### src/rtl/piece_queue.sv
// piece_queue: 7-bag tetromino generator feeding a head + preview shift queue.
// Define PIECE_QUEUE_HOLD_EN to enable the swap-with-hold slot.
module piece_queue #(
    parameter int          PREVIEW_DEPTH = 3,
    parameter logic [15:0] SEED          = 16'hACE1,
    parameter int          PIECE_W       = 3
) (
    input  logic                               clk,
    input  logic                               rst_n,
    input  logic                               start_i,
    input  logic                               pop_i,
    output logic [PIECE_W-1:0]                 next_o,
    output logic                               next_valid_o,
    output logic [PIECE_W*PREVIEW_DEPTH-1:0]   preview_o,
    output logic [PREVIEW_DEPTH-1:0]           preview_valid_o,
    input  logic                               hold_req_i,
    output logic [PIECE_W-1:0]                 hold_o,
    output logic                               hold_valid_o,
    output logic                               busy_o
);

    localparam int Q  = PREVIEW_DEPTH + 1;
    localparam int CW = $clog2(Q + 1);

    typedef enum logic [1:0] {IDLE, FILL, READY} state_t;

    state_t             state;
    logic [15:0]        lfsr;
    logic [15:0]        lfsr_nxt;
    logic [6:0]         mask;
    logic [6:0]         mask_nxt;
    logic [CW-1:0]      count;
    logic [CW-1:0]      count_nxt;
    logic [CW-1:0]      wr_idx;
    logic [PIECE_W-1:0] slots     [Q];
    logic [PIECE_W-1:0] slots_nxt [Q];

    logic [2:0]         cand;
    logic [2:0]         pick;
    logic [2:0]         pick_hi;
    logic [2:0]         pick_lo;
    logic               hi_found;

    logic               pop_ok;
    logic               hold_ok;
    logic               hold_take;
    logic               hold_swap;
    logic               shift;
    logic               push;
    logic [PIECE_W-1:0] hold_q;
    logic               hold_valid_q;

    assign lfsr_nxt = {1'b0, lfsr[15:1]} ^ (lfsr[0] ? 16'hB400 : 16'h0000);

    // Bag draw: first remaining piece at or above the candidate, else the lowest remaining one.
    always_comb begin
        cand     = (lfsr[2:0] == 3'd7) ? 3'd0 : lfsr[2:0];
        pick_hi  = 3'd0;
        pick_lo  = 3'd0;
        hi_found = 1'b0;
        for (int i = 6; i >= 0; i--) begin
            if (mask[i]) begin
                pick_lo = 3'(i);
                if (3'(i) >= cand) begin
                    pick_hi  = 3'(i);
                    hi_found = 1'b1;
                end
            end
        end
        pick     = hi_found ? pick_hi : pick_lo;
        mask_nxt = mask & ~(7'b1 << pick);
        if (mask_nxt == 7'h00) begin
            mask_nxt = 7'h7F;
        end
    end

    always_comb begin
        pop_ok    = pop_i && (count != '0);
        hold_take = hold_ok && !hold_valid_q;
        hold_swap = hold_ok && hold_valid_q;
        shift     = pop_ok || hold_take;
        push      = (state == FILL) && (count < CW'(Q));
        wr_idx    = shift ? (count - 1'b1) : count;
        count_nxt = count + CW'(push) - CW'(shift);
        for (int k = 0; k < Q; k++) begin
            slots_nxt[k] = slots[k];
        end
        if (shift) begin
            for (int k = 0; k < Q - 1; k++) begin
                slots_nxt[k] = slots[k+1];
            end
            slots_nxt[Q-1] = '0;
        end
        if (hold_swap) begin
            slots_nxt[0] = hold_q;
        end
        if (push) begin
            slots_nxt[wr_idx] = pick;
        end
    end

    // start_i overrides everything except the LFSR, which keeps running to avoid repeating bags.
    always_ff @(posedge clk or negedge rst_n) begin
        if (!rst_n) begin
            state <= IDLE;
            lfsr  <= SEED;
            mask  <= 7'h7F;
            count <= '0;
            for (int k = 0; k < Q; k++) begin
                slots[k] <= '0;
            end
        end else begin
            if (state != IDLE) begin
                lfsr <= lfsr_nxt;
            end
            if (start_i) begin
                state <= FILL;
                mask  <= 7'h7F;
                count <= '0;
                for (int k = 0; k < Q; k++) begin
                    slots[k] <= '0;
                end
            end else begin
                for (int k = 0; k < Q; k++) begin
                    slots[k] <= slots_nxt[k];
                end
                count <= count_nxt;
                if (push) begin
                    mask <= mask_nxt;
                end
                case (state)
                    FILL:    if (count_nxt == CW'(Q)) state <= READY;
                    READY:   if (shift) state <= FILL;
                    default: state <= state;
                endcase
            end
        end
    end

`ifdef PIECE_QUEUE_HOLD_EN
    logic hold_used;

    assign hold_ok = hold_req_i && next_valid_o && !hold_used && !pop_i;

    // One hold per piece: hold_used is re-armed only by a real pop.
    always_ff @(posedge clk or negedge rst_n) begin
        if (!rst_n) begin
            hold_q       <= '0;
            hold_valid_q <= 1'b0;
            hold_used    <= 1'b0;
        end else if (start_i) begin
            hold_q       <= '0;
            hold_valid_q <= 1'b0;
            hold_used    <= 1'b0;
        end else begin
            if (hold_ok) begin
                hold_q    <= slots[0];
                hold_used <= 1'b1;
            end else if (pop_ok) begin
                hold_used <= 1'b0;
            end
            if (hold_take) begin
                hold_valid_q <= 1'b1;
            end
        end
    end
`else
    logic unused_hold_req;

    assign unused_hold_req = hold_req_i;
    assign hold_ok         = 1'b0;
    assign hold_q          = '0;
    assign hold_valid_q    = 1'b0;
`endif

    assign next_o       = slots[0];
    assign next_valid_o = (count != '0);
    assign hold_o       = hold_q;
    assign hold_valid_o = hold_valid_q;
    assign busy_o       = (state == FILL);

    genvar gk;
    generate
        for (gk = 1; gk <= PREVIEW_DEPTH; gk++) begin : g_preview
            assign preview_o[PIECE_W*gk-1 -: PIECE_W] = slots[gk];
            assign preview_valid_o[gk-1]              = (count > CW'(gk));
        end
    endgenerate

endmodule

### config.mk
export PLATFORM = sky130hd
export DESIGN_NAME = piece_queue
export DESIGN_NICKNAME = d
export VERILOG_FILES = /design/src/rtl/piece_queue.sv
export SDC_FILE = /design/constraint.sdc
export NUM_CORES = 1
export LEC_CHECK = 0
export BUFFER_PORTS_ARGS = -buffer_cell sky130_fd_sc_hd__buf_2
export CAP_MARGIN = 20
export CORE_MARGIN = 8
export CORE_UTILIZATION = 59
export CTS_CLUSTER_SIZE = 16
export DETAILED_ROUTE_END_ITERATION = 6
export PLACE_DENSITY = 0.82
export SLEW_MARGIN = 5
export SYNTH_ARGS = -nofsm -noshare
export SYNTH_HDL_FRONTEND = slang
export SYNTH_SLANG_ARGS = --single-unit
export TNS_END_PERCENT = 100
### constraint.sdc
create_clock -name clk -period 3.91 [get_ports clk]
set_input_delay 0.1955 -clock clk [delete_from_list [all_inputs] [get_ports clk]]
set_output_delay 0.1955 -clock clk [all_outputs]
set_load 0.05 [all_outputs]
; ---- Yosys cells after proc, flatten, opt, wreduce, memory -nomap -nowiden
; Cells that the tools add are included.
[word_totals]
reg_bits = 40
inputBits = 5
out_inout_bits = 21
word_cells = 97
[op_classes]
addsub = 3
order_cmp = 13
eq_ne = 6
shifts = 1
muxes = 53
bitwise = 4
reduce_logical = 9
[ops]
columns = operator, count
row1 = 2-to-1 mux 3 bit, 26
row2 = 2-to-1 mux 12 bit, 3
row3 = 2-to-1 mux 7 bit, 3
row4 = 2-to-1 mux 16 bit, 1
row5 = bitwise XOR 15 x 16 -> 16 bit, 1
row6 = 2-to-1 mux 1 bit, 14
row7 = bitwise mux 12 bit, 1
row8 = ">= comparator 3 bit, first input constant", 3
row9 = AND 7 bit, 1
row10 = zero test 7 bit, 1
row11 = inverter 7 bit, 1
row12 = "left shift 1 x 3 -> 7 bit, first input constant", 1
row13 = demux 3 bit (select 2 bit), 1
row14 = "== test 3 bit, second input constant", 2
row15 = ">= comparator 1 x 3 -> 1 bit, first input constant", 2
row16 = ">= comparator 2 x 3 -> 1 bit, first input constant", 2
row17 = "> comparator 3 x 2 -> 1 bit, second input constant", 2
row18 = 2-to-1 mux 2 bit, 3
row19 = nonzero test 3 bit, 2
row20 = ">= comparator 4 x 3 -> 1 bit, second input constant", 1
row21 = "< comparator 4 x 1 -> 1 bit, second input constant", 1
row22 = inverter 3 -> 4 bit, 1
row23 = case mux 2 bit (2 select lines), 1
row24 = nonzero test 2 bit, 2
row25 = other kinds (11), 13

; ---- Depth between registers and ports, before layout
[depth]
word_depth = 25
ltp_mapped = 15
depth_no_buf = 13

; ---- Worst setup path after synthesis
; OpenSTA, ideal clock, no wires.
[synth_path]
path_type = register -> register
from = register count[1]
to = register state[0]
setup_ns = 0.128
arrival_time_ns = 3.041
t_required_ns = 3.782
setup_slack_ns = 0.741
stages_incl_launch_ff = 14
path_cell_list = dfrtp_1 inv_1 ha_1 nand2b_1 nand2_1 clkbuf_1 inv_1 clkbuf_1 ha_1 inv_1 ha_1 fa_1 nor3_1 a21oi_1
[synth_via]
word_cells_on_any_way = 10
classes_between = add/sub: 2 / order compare: 1 / eq/ne: 3 / reduce/logical: 4
[synth_rtl]
columns = item, line_no
row1 = from (decl), 32  ; logic [CW-1:0] count;
row2 = from (signal assigned), 127  ; count <= count_nxt;
row3 = nonzero test 3 bit (*), --
row4 = via next_valid_o, 13  ; output logic next_valid_o,
row5 = logical AND 1 bit (*), 78  ; pop_ok = pop_i && (count != '0);
row6 = subtractor 3 x 1 -> 3 bit, 84  ; count_nxt = count + CW'(push) - CW'(shift);
row7 = == test 3 bit, 132  ; FILL: if (count_nxt == CW'(Q)) state <= READY;
row8 = inequality test 3 x 2 -> 1 bit (no line), --
row9 = AND reduction 3 bit (no line) (*), --
row10 = to (signal assigned), 134  ; default: state <= state;
row11 = to (decl), 27  ; state_t state;
; The timed path passes the listed nets; every way through them passes the cells marked *.
; A chain may end at the register's enable or synchronous reset.

; ---- Worst setup path after layout
[layout_path]
from = register lfsr[0]
to = register mask[5]
[layout_via]
elab_chain_len = 25
word_cells_on_any_way = 45
classes_between = order compare: 7 / eq/ne: 1 / shift: 1 / mux: 33 / bitwise: 2 / reduce/logical: 1
[layout_lines]
columns = item, line_no
row1 = from (decl), 28  ; logic [15:0] lfsr;
row2 = from (signal assigned), 114  ; lfsr <= lfsr_nxt;
row3 = == test 3 bit, 57  ; cand = (lfsr[2:0] == 3'd7) ? 3'd0 : lfsr[2:0];
row4 = 2-to-1 mux 3 bit (*), 57
row5 = >= comparator 3 bit, 64  ; if (3'(i) >= cand) begin
row6 = 2-to-1 mux 1 bit or 2-to-1 mux 3 bit (tied branches), 64
row7 = 2-to-1 mux 1 bit or 2-to-1 mux 3 bit (tied branches), 62  ; if (mask[i]) begin
row8 = 2-to-1 mux 1 bit or 2-to-1 mux 3 bit (tied branches), 64
row9 = 2-to-1 mux 1 bit or 2-to-1 mux 3 bit (tied branches), 62
row10 = 2-to-1 mux 1 bit or 2-to-1 mux 3 bit (tied branches), 64
row11 = (+9 left out), --
row12 = 2-to-1 mux 3 bit (*), 70  ; pick = hi_found ? pick_hi : pick_lo;
row13 = left shift 1 x 3 -> 7 bit (*), 71  ; mask_nxt = mask & ~(7'b1 << pick);
row14 = inverter 7 bit (*), 71
row15 = AND 7 bit (*), 71
row16 = zero test 7 bit, 72  ; if (mask_nxt == 7'h00) begin
row17 = 2-to-1 mux 7 bit (*), 72
row18 = 2-to-1 mux 7 bit (*), 128  ; if (push) begin
row19 = 2-to-1 mux 7 bit (*), 116  ; if (start_i) begin
row20 = to (signal assigned), 129  ; mask <= mask_nxt;
row21 = to (decl), 30  ; logic [6:0] mask;
; Every way passes the cells marked *; elsewhere a longest branch is shown, timed or not. The select of a mux whose other input is x is not followed.

==> metrics.txt <==
DP Cell Count=328; #FFs+latches synth=40; async set-or-reset flop fraction in the synthesized netlist=between 90% and 100%; TNS Setup=0 ns; First-pass DRT Iterations=4; clock buffer depth=2; nets=299; first-iteration detailed-routing DRC count=149; clock sinks=40; RSZ-0062 raised after global routing=false; drt drc=0; post-cts gate resize count=0; CP Cell Sequence=nand2_1 -> o311a_4 -> o311ai_1 -> o211ai_1 -> a21oi_1 -> o22ai_1 -> nor3b_4 -> o32a_1; Startpoint Class=register; Yosys top cell by area=dfrtp_1; Num CTS Buffers=5; Main synth FF type=dfrtp_1; period utilisation layout=78.0%; final WL=approximately 5200 um; most common cell after layout, fill and taps aside=nand2_1; CTS tree=built; cell family with most CP delay=compound AO/OA/AOI/OAI gates; Final Cell Area=around 0.0027 mm^2; die area=between 0.006 and 0.007 mm^2; gpl congestion=about 0.9; Setup CP Type=reg -> reg; maximum vdd drop=about 0.74 mV; dpl cell area=roughly 0.0025 mm^2; Synth cell types=56; Critical Path AT=approximately 3.3 ns; # Post-CTS Setup Buffers=0; tightest hold margin=-0.0130 ns; number of antenna violations at the first check in global routing=0; Hold Crit Class=in -> async; Worst Tran Pin Value=~0.85 ns; violated checks=negative hold slack; total congestion overflow=0; Power Density=818 mW/mm^2; Top Ports=26; site row count=23; top cell type's share of synthesized area=between 20% and 30%; Buffers & Inverters on Critical Path=0; synth top area cells=dfrtp_1 (26%), dfstp_2 (16%), nand2_1 (6.3%), mux2_2 (6.0%), nor2_1 (4.6%); cts hold-fix bufs=0; Req. time, crit path=4.15 ns; R2R setup slack=0.86 ns; Hold Vio Cnt, Final=6; Avg Synthesized Cell Area=about 9 um^2; Synthesis Warnings=0; Max Slew Vio Count=0; number of global-route vias before repair=roughly 1900; largest stage delay on the critical path=~0.71 ns; clk_lat worst skew=about 0.3 ns; DR vias=between 2000 and 2500; Max-Cap Viols=0; fmax=around 0.33 GHz; synthesized instance count=roughly 270; Core Box Area=0.00400 mm^2; Final HPWL DP=between 3000 and 4000 um; H-tree depth=2; vias per cell=around 6; status=finished with violations; Leakage=1.18 nW; sequential fraction of the synthesis area=between 40% and 50%; Pwr Total=0.00218 W; drt wl/cell=about 16 um; Post-DRT Antenna Nets=0; die height=80.5 um; root buffer cell=clkbuf_8; Filler cells=approximately 320; # setup viols final=0; largest net degree at the start of global routing=between 40 and 50; skew final=between 0.004 and 0.005 ns; critical path capture point type=register; Synth-to-Final Area Change=8.57%; most frequent cells in the layout=nand2_1 (41), nor2_1 (30), dfrtp_1 (25); Die Width=a little over 80 um; Tot GR Track Use=between 10% and 20%; CP max-delay cell=dfstp_2; global-route wire length before repair=between 8000 and 9000 um; Worst slew margin=between 40% and 50%; share of layout cells above drive strength 1=between 20% and 30%; min cycle time layout=approximately 3 ns; Synth Cell Area=0.00245 mm^2; Post-synth EDFFs=0; PortBufs=20; diodes inserted=0; Initial Util=~60%; maximum fanout along the worst path=16; Clock transition at path regs=0.08 ns; Layout Cells excl Fill=about 340
[worst paths after layout]
| path | startpoint | to | cells after the start |
|---|---|---|---|
| max reg2reg | lfsr[0]$_DFFE_PN1P_ | mask[5]$_DFFE_PN1P_ | 8 |
| min | rst_n | count[1]$_DFF_PN0_ | 1 |
| min reg2reg | lfsr[13]$_DFFE_PN1P_ | lfsr[13]$_DFFE_PN1P_ | 2 |
| max in group asynchronous | rst_n | next_o[2]$_DFF_PN0_ | 1 |
| min in group clk | start_i | preview_o[6]$_DFF_PN0_ | 2 |
| max | lfsr[0]$_DFFE_PN1P_ | mask[5]$_DFFE_PN1P_ | 8 |
[flip-flops by register name, summed over array words and instances, names as in the netlist]
signal and count:
lfsr 16, preview_o 9, mask 7, count 3, next_o 3, state 2
[synth_stat cells, types with 4 or more instances]
library cell	n
a211oi_1	7
a21oi_1	8
buf_4	6
clkbuf_1	9
dfrtp_1	25
dfstp_2	15
ha_1	8
inv_1	10
mux2_2	13
nand2_1	41
nand2b_1	8
nand3_1	6
nor2_1	30
nor2b_1	4
nor3_1	6
o21ai_0	11
o21ai_1	4
[through the flow]
| step | hold slack, ns | setup slack (ns) | utilization (%) |
|---|---|---|---|
| 2_1_floorplan | -0.100 | 0.741 | - |
| 3_3_place_gp | 0.344 | 1.03 | 63.7 |
| 3_5_place_dp | 0.358 | 0.925 | 63.7 |
| 4_1_cts | 0.0299 | 0.877 | 66.6 |
| 5_1_grt | 0.0817 | 0.724 | 66.6 |
| 6_report | -0.0130 | 0.861 | 66.6 |
[worst register-to-register path: stages, from the launching register on]
cell	delay (ns)
dfstp_2	0.71
nand2_1	0.12
o311a_4	0.38
o311ai_1	0.56
o211ai_1	0.24
a21oi_1	0.22
o22ai_1	0.17
nor3b_4	0.35
o32a_1	0.24
[layer usage]
metal / global-route usage [%] / vias to the layer above / wire length (um)
li1: - / 979 / -
met1: 20.0 / 1005 / 2300
met2: 28.1 / 41 / 2620
met3: 3.68 / 11 / 209
met4: 6.91 / 0 / 94
met5: 0 / - / 0
[cell type report]
class | instances | area, um^2 | share of cell area, %
clock buffers | 5 | 68.8 | 2.58
clock inverters | 3 | 46.3 | 1.74
inverters | 13 | 48.8 | 1.83
multi-input cells | 203 | 1300 | 48.9
flip-flops and latches | 40 | 1020 | 38.3
well taps | 50 | 62.6 | 2.35
repair buffers | 22 | 115 | 4.32
[where the power goes]
| part | total, W | leakage (nW) | internal (W) | switching (W) |
|---|---|---|---|---|
| Clock | 0.000349 | 0.0548 | 0.000192 | 0.000157 |
| Sequential | 0.000640 | 0.494 | 0.000521 | 0.000119 |
| Combinational | 0.00119 | 0.630 | 0.000376 | 0.000812 |
[kinds of logic after synthesis]
group	share of synthesized area [%]
other cells	0.153
simple gates	21.8
xor+xnor	1.43
compound gates	18.4
fa+ha+maj	4.90
buf+inv	5.82
mux	5.97
flops	41.6
No activity file was read; power rests on OpenSTA's default activity.
